==> src/rtl/rst_seq_pkg.sv <==
// Shared types, default constants and helper functions for the staged
// reset/teardown controller and its timer.
package rst_seq_pkg;

  typedef enum logic [2:0] {
    RELEASE    = 3'd0,
    UP         = 3'd1,
    DRAIN_WAIT = 3'd2,
    DRAIN_GAP  = 3'd3,
    DOWN       = 3'd4
  } state_t;

  localparam int unsigned DEF_N_STAGES    = 4;
  localparam int unsigned DEF_CNT_W       = 23;
  localparam logic [22:0] DEF_REL_FIRST   = 23'h1FFFFF;
  localparam logic [22:0] DEF_REL_STEP    = 23'h100000;
  localparam logic [15:0] DEF_ACK_TIMEOUT = 16'hFFFF;
  localparam logic [7:0]  DEF_GAP_CYC     = 8'd16;

  localparam int unsigned TMR_W = 16;

  // Computed in 64 bits so the caller can detect a threshold overflowing CNT_W.
  function automatic longint unsigned rel_threshold(
    input longint unsigned first,
    input longint unsigned step,
    input longint unsigned k
  );
    return first + step * k;
  endfunction

  // The timer flags done once it reaches zero, so a wait of N cycles loads N-1.
  function automatic logic [TMR_W-1:0] tmr_load(input logic [TMR_W-1:0] cycles);
    return (cycles == '0) ? '0 : cycles - 1'b1;
  endfunction

endpackage

==> src/rtl/rst_seq_timer.sv <==
// Loadable down-counter; o_done is high for one cycle when the count reaches
// zero after a load. Shared between the quiesce-ack timeout and the drain gap.
module rst_seq_timer
  import rst_seq_pkg::*;
(
  input  logic             i_clk,
  input  logic             i_srst,
  input  logic             i_load,
  input  logic [TMR_W-1:0] i_val,
  output logic             o_done
);

  logic [TMR_W-1:0] r_cnt;
  logic             r_run;

  always_ff @(posedge i_clk) begin
    if (i_srst) begin
      r_cnt <= '0;
      r_run <= 1'b0;
    end else if (i_load) begin
      r_cnt <= i_val;
      r_run <= 1'b1;
    end else if (r_run) begin
      if (r_cnt == '0) r_run <= 1'b0;
      else             r_cnt <= r_cnt - 1'b1;
    end
  end

  assign o_done = r_run && (r_cnt == '0);

endmodule

==> src/rtl/reset_teardown_seq.sv <==
// Bidirectional staged reset controller: ascending release after reset, ordered
// descending drain on iSHDN_REQ. Define RST_SEQ_STATUS_EN for oSTATE/oTO_FLAGS.
module reset_teardown_seq
  import rst_seq_pkg::*;
#(
  parameter int unsigned      N_STAGES    = DEF_N_STAGES,
  parameter int unsigned      CNT_W       = DEF_CNT_W,
  parameter logic [CNT_W-1:0] REL_FIRST   = DEF_REL_FIRST,
  parameter logic [CNT_W-1:0] REL_STEP    = DEF_REL_STEP,
  parameter logic [15:0]      ACK_TIMEOUT = DEF_ACK_TIMEOUT,
  parameter logic [7:0]       GAP_CYC     = DEF_GAP_CYC
) (
  input  logic                iCLK,
  input  logic                iRST,
  input  logic                iSHDN_REQ,
  input  logic [N_STAGES-1:0] iQUIESCE_ACK,
  output logic [N_STAGES-1:0] oRST,
  output logic [N_STAGES-1:0] oQUIESCE_REQ,
  output logic                oUP,
  output logic                oSHDN_DONE
`ifdef RST_SEQ_STATUS_EN
  ,
  output logic [2:0]          oSTATE,
  output logic [N_STAGES-1:0] oTO_FLAGS
`endif
);

  localparam int unsigned IDX_W = (N_STAGES > 1) ? $clog2(N_STAGES) : 1;
  localparam longint unsigned LAST_THR_L =
    rel_threshold(64'(REL_FIRST), 64'(REL_STEP), 64'(N_STAGES - 1));
  localparam logic [CNT_W-1:0] CNT_MAX  = LAST_THR_L[CNT_W-1:0];
  localparam logic [TMR_W-1:0] ACK_LOAD = tmr_load(ACK_TIMEOUT);
  localparam logic [TMR_W-1:0] GAP_LOAD = tmr_load(TMR_W'(GAP_CYC));

  if ((LAST_THR_L >> CNT_W) != 64'd0) begin : g_thr_overflow
    $error("reset_teardown_seq: last release threshold does not fit in CNT_W bits");
  end

  state_t              r_state, w_state_next;
  logic [IDX_W-1:0]    r_idx, w_idx_next, w_top_rel;
  logic [CNT_W-1:0]    r_cnt;
  logic [N_STAGES-1:0] r_hit, r_rst, w_hit, w_req;
  logic                w_tmr_load, w_tmr_done, w_ack, w_wait_exit, w_restart;
  logic [TMR_W-1:0]    w_tmr_val;

  // r_hit delays the threshold compare so a stage releases the edge after its hit.
  for (genvar gi = 0; gi < N_STAGES; gi++) begin : g_stage
    localparam longint unsigned THR_L =
      rel_threshold(64'(REL_FIRST), 64'(REL_STEP), 64'(gi));
    localparam logic [CNT_W-1:0] THR = THR_L[CNT_W-1:0];
    assign w_hit[gi] = (r_cnt >= THR);
    assign w_req[gi] = (r_state == DRAIN_WAIT) && (r_idx == IDX_W'(gi));
  end

  always_comb begin
    w_top_rel = '0;
    for (int k = 0; k < N_STAGES; k++) begin
      if (r_rst[k]) w_top_rel = IDX_W'(k);
    end
  end

  assign w_ack       = iQUIESCE_ACK[r_idx];
  assign w_wait_exit = (r_state == DRAIN_WAIT) && (w_ack || w_tmr_done);
  assign w_restart   = (r_state == DOWN) && !iSHDN_REQ;

  always_comb begin
    w_state_next = r_state;
    w_idx_next   = r_idx;
    case (r_state)
      RELEASE, UP: begin
        if (iSHDN_REQ) begin
          if (|r_rst) begin
            w_state_next = DRAIN_WAIT;
            w_idx_next   = w_top_rel;
          end else begin
            w_state_next = DOWN;
          end
        end else if ((r_state == RELEASE) && r_rst[N_STAGES-1]) begin
          w_state_next = UP;
        end
      end
      DRAIN_WAIT: begin
        if (w_wait_exit) w_state_next = (r_idx == '0) ? DOWN : DRAIN_GAP;
      end
      DRAIN_GAP: begin
        if (w_tmr_done) begin
          w_state_next = DRAIN_WAIT;
          w_idx_next   = r_idx - 1'b1;
        end
      end
      DOWN: begin
        if (!iSHDN_REQ) w_state_next = RELEASE;
      end
      default: w_state_next = RELEASE;
    endcase
  end

  // The timer is (re)loaded on every entry to a wait state.
  assign w_tmr_load = (w_state_next != r_state) &&
                      ((w_state_next == DRAIN_WAIT) || (w_state_next == DRAIN_GAP));
  assign w_tmr_val  = (w_state_next == DRAIN_WAIT) ? ACK_LOAD : GAP_LOAD;

  rst_seq_timer u_timer (
    .i_clk  (iCLK),
    .i_srst (iRST),
    .i_load (w_tmr_load),
    .i_val  (w_tmr_val),
    .o_done (w_tmr_done)
  );

  always_ff @(posedge iCLK) begin
    if (iRST) begin
      r_state <= RELEASE;
      r_idx   <= '0;
      r_cnt   <= '0;
      r_hit   <= '0;
      r_rst   <= '0;
    end else begin
      r_state <= w_state_next;
      r_idx   <= w_idx_next;
      if (r_state == RELEASE) begin
        if (r_cnt != CNT_MAX) r_cnt <= r_cnt + CNT_W'(1);
        r_hit <= w_hit;
        if (w_state_next == RELEASE) r_rst <= r_rst | r_hit;
      end
      if (w_restart) begin
        r_cnt <= '0;
        r_hit <= '0;
      end
      if (w_wait_exit) r_rst[r_idx] <= 1'b0;
    end
  end

  assign oRST         = r_rst;
  assign oQUIESCE_REQ = w_req;
  assign oUP          = (r_state == UP);
  assign oSHDN_DONE   = (r_state == DOWN);

`ifdef RST_SEQ_STATUS_EN
  logic [N_STAGES-1:0] r_to_flags;

  always_ff @(posedge iCLK) begin
    if (iRST || w_restart) r_to_flags <= '0;
    else if (w_wait_exit && !w_ack) r_to_flags[r_idx] <= 1'b1;
  end

  assign oSTATE    = r_state;
  assign oTO_FLAGS = r_to_flags;
`endif

endmodule
==> config.mk <==
export PLATFORM = sky130hd
export DESIGN_NAME = reset_teardown_seq
export DESIGN_NICKNAME = d
export VERILOG_FILES = /design/src/rtl/rst_seq_pkg.sv /design/src/rtl/rst_seq_timer.sv /design/src/rtl/reset_teardown_seq.sv
export SDC_FILE = /design/constraint.sdc
export NUM_CORES = 1
export LEC_CHECK = 0
export CAP_MARGIN = 40
export CORE_UTILIZATION = 63
export CTS_CLUSTER_DIAMETER = 50
export CTS_CLUSTER_SIZE = 25
export DETAILED_ROUTE_END_ITERATION = 8
export DONT_BUFFER_PORTS = 1
export PLACE_DENSITY = 0.82
export SYNTH_ARGS = -nofsm -noshare
export SYNTH_HDL_FRONTEND = slang
export SYNTH_SLANG_ARGS = --single-unit
==> constraint.sdc <==
create_clock -name iCLK -period 3.05 [get_ports iCLK]
set_clock_uncertainty 0.2 [all_clocks]
set_input_delay 0.305 -clock iCLK [delete_from_list [all_inputs] [get_ports iCLK]]
set_output_delay 0.305 -clock iCLK [all_outputs]
set_load 0.1 [all_outputs]
==> impl_metrics.csv <==
group,metric,value,unit
detailed_routing,drc,0,
die,dieWidth,71.6,um
timing,report.final.slew_viol_count,0,
timing,setup_viol,0,
power,p_switching,0.000554,W
yosys,synth_seq_area_share,34.8,%
place,gp_congestion,1.02,
power,power.density,511,mW/mm^2
die,core_area,0.00450,mm^2
grt,grt_usage,32.0,%
finish,num_antenna_cells,0,
timing,slew_headroom,38.3,%
yosys,ys.flop_type,"dfxtp_1",
detailed_routing,vias_per_cell,7.07,
cts,cts_buffers,5,
worst_setup_path,r2r_setup_slack,0.36,ns
grt,first_global_vias,2840,
yosys,async_flop_share,0,%
detailed_routing,wl_per_cell,18.0,um
timing,finalSetupTns,0,ns
cts,insertion_delay,0.31,ns
grt,grt_pass1_wl,13.1,mm
cts,path_clk_slew,0.10,ns
detailed_routing,num_vias,3074,
yosys,synth_top_area_share,34.8,%
cts,cts_max_level,2,
timing,fin_hold_ws,0.0416,ns
yosys,synth_most_common_cell,"dfxtp_1",
detailed_routing,drtAntennaViolNets,0,
worst_setup_path,cp-startpoint,"u_timer.r_cnt[0]",
detailed_routing,routed_wl,7.83,mm
power,ir_worst_vdd,363,uV
grt,antenna_found_initial,0,
yosys,synth_edf_count,0,
worst_setup_path,crit_end,"u_timer.r_cnt[15]",
detailed_routing,first_pass_iters,5,
power,power_frac_comb,25.2,%
yosys,synth_area,0.00305,mm^2
yosys,syn_nets,384,
worst_setup_path,critPathCaptureType,"flop",
worst_setup_path,rr_worst_depth,7,
yosys,synth_common_cells,"53 x dfxtp_1, 34 x a21oi_1, 32 x nand2_1, 20 x o21ai_0, 17 x nor2_1",
die,die_height,71.6,um
worst_setup_path,arrival,2.70,ns
grt,grt_max_degree,36,
die,rows,24,
cts,cts_resized,0,
worst_setup_path,critical_path.reg2reg.endpoint,"u_timer.r_cnt[15]",
power,clock_power_share,29.7,%
finish,areaGrowthSynthToFinish,9.15,%
cts,cts_tree,"built",
power,p_total,0.00170,W
yosys,syn_area_per_cell,8.24,um^2
detailed_routing,drt-initial-drc-count,315,
worst_setup_path,crit_fanout,10,
yosys,synthCells,370,
place,dp_slack,0.421,ns
worst_setup_path,rr_startpoint,"u_timer.r_cnt[0]",
yosys,ys_types,58,
worst_setup_path,crit_type,"flop to flop",
timing,rsz0062_at_grt,"no",
worst_setup_path,crit_required,3.06,ns
timing,worst_pin_slew,0.925,ns
power,power_frac_seq,45.1,%
finish,fin_util,73.9,%
timing,min_period_over_period,88.2,%
place,hpwlAfterDp,5.50,mm
yosys,synth.yosys.warnings,0,
timing,worst_slack,0.361,ns
outcome,outcome,"completed",
yosys,yosysTopAreaCell,"dfxtp_1",
cts,cts_root_buf,"clkbuf_8",
yosys,synth_seq_cells,53,
die,initial_core_util,67.7,%
cts,cts.sinks,53,
timing,hold_viol_final,0,
die,die_area,0.00512,mm^2
job,drv_cap,0,
timing,layout_min_cycle_time,2.69,ns
hold_path,hold_class,"input port to flop",
cts,cts_buffer_depth,2,
worst_setup_path,startpoint_type,"flop",
power,p_leak,1.20,nW
finish,fin_nets,396,
place,io_buffers,0,
die,ios,17,
power,p_int,0.00115,W
finish,drive_gt1_share,11.5,%
yosys,synth_area_leaders,"dfxtp_1 35%, a21oi_1 5.6%, nand2_1 3.9%",
power,switching_share,32.6,%
grt,grt-ovfl-total,0,
timing,max_clock_freq,372,MHz
worst min-delay path by stage:
stage / start / endpoint / slack (ns) / depth (start not counted)
floorplan: r_cnt[18] / r_cnt[18] / 0.26 / 2
global placement: iRST / u_timer.r_cnt[3] / 0.18 / 1
detailed placement: iRST / u_timer.r_cnt[2] / 0.18 / 1
CTS: iRST / u_timer.r_cnt[4] / 0.03 / 2
global route: iRST / u_timer.r_cnt[4] / 0.03 / 2
finish: iRST / u_timer.r_cnt[4] / 0.04 / 2
layer usage:
layer	track usage, %	vias up	part of all wire, %
met1	42.7	1450	45
met2	51.0	141	46
met5	0	-	0
met3	6.89	20	7.2
met4	12.4	0	2.2
li1	-	1463	-
sequential cells by signal, summed over array words and instances (netlist names):
signal	flops
r_hit	4
r_idx	2
oRST	4
u_timer.r_run	1
u_timer.r_cnt	16
r_state	3
r_cnt	23
cells in the final DEF (no fill, tap or decap), types with 2 or more instances in the layout:
cell       synthesis  routed
nor4b_1            2       2
or4_1             16      16
or3_1             11      11
nand3_1           16      16
or2_2              3       3
nor3_1            10      10
and3_1             6       6
a21oi_1           34      34
a41o_1             2       2
o2111ai_1          5       5
nand2_1           32      32
a2111oi_2          2       2
clkbuf_8           0       6
nand4_1           16      16
a2111oi_0          3       3
o211ai_1           7       7
nor2b_1            2       2
o31ai_1            5       5
buf_4              0      21
a32o_1             4       4
nor4_1            10      10
a211oi_1           6       6
nor2_1            17      17
dfxtp_1           53      53
o21ai_0           20      20
ha_1               7       7
and2_1             6       6
a31oi_1            4       4
inv_1             14      14
a22oi_1            2       2
nor3b_1            4       3
and4_1             8       8
xnor2_1            3       3
power by group through the flow:
stage | clock, W | combinational (W) | sequential (W)
final | 0.000505 | 0.000429 | 0.000766
after global routing | 0.000536 | 0.000467 | 0.000770
after CTS | 0.000510 | 0.000418 | 0.000764
after detailed placement | 0 | 0.000411 | 0.000780
after global placement | 0 | 0.000399 | 0.000778
after floorplan | 0 | 0.000296 | 0.000785
what timing repair did:
action / 4_1_cts / 5_1_grt
hold buffers: 1 / 0
endpoints found under the hold margin: 13 / 0
setup buffers: 0 / 0
setup endpoints to repair: 0 / 0
layout make-up:
class,instances,area (um^2)
Fill cell,351,1170
Timing Repair Buffer,22,168
Clock buffer,6,82.6
Tap cell,52,65.1
Inverter,14,52.6
Multi-Input combinational cell,286,1860
Sequential cell,53,1060
Clock inverter,2,37.5
through the flow:
step / cell area [um^2] / std cells
floorplan: 3060 / 370
global placement: 3200 / 426
detailed placement: 3200 / 426
CTS: 3330 / 435
global route: 3330 / 435
finish: 3330 / 435
worst max-delay path, stage by stage, from the launching register on:
cell       delay [ns]
dfxtp_1          0.37
inv_1            0.10
ha_1             0.14
nor4b_2          0.39
and4_1           0.45
o21ai_4          0.16
a22o_1           0.38
a2111oi_2        0.40
cells by family after synthesis:
group	share of synthesized area (%)
buffers and inverters	4.51
DFF	34.8
xor gates and xnor gates	1.15
adders and majority gates	2.87
and+or+nand+nor	32.7
AOI/OAI and AO/OA	23.3
muxes	0.738
Power figures use the tool's default switching activity.
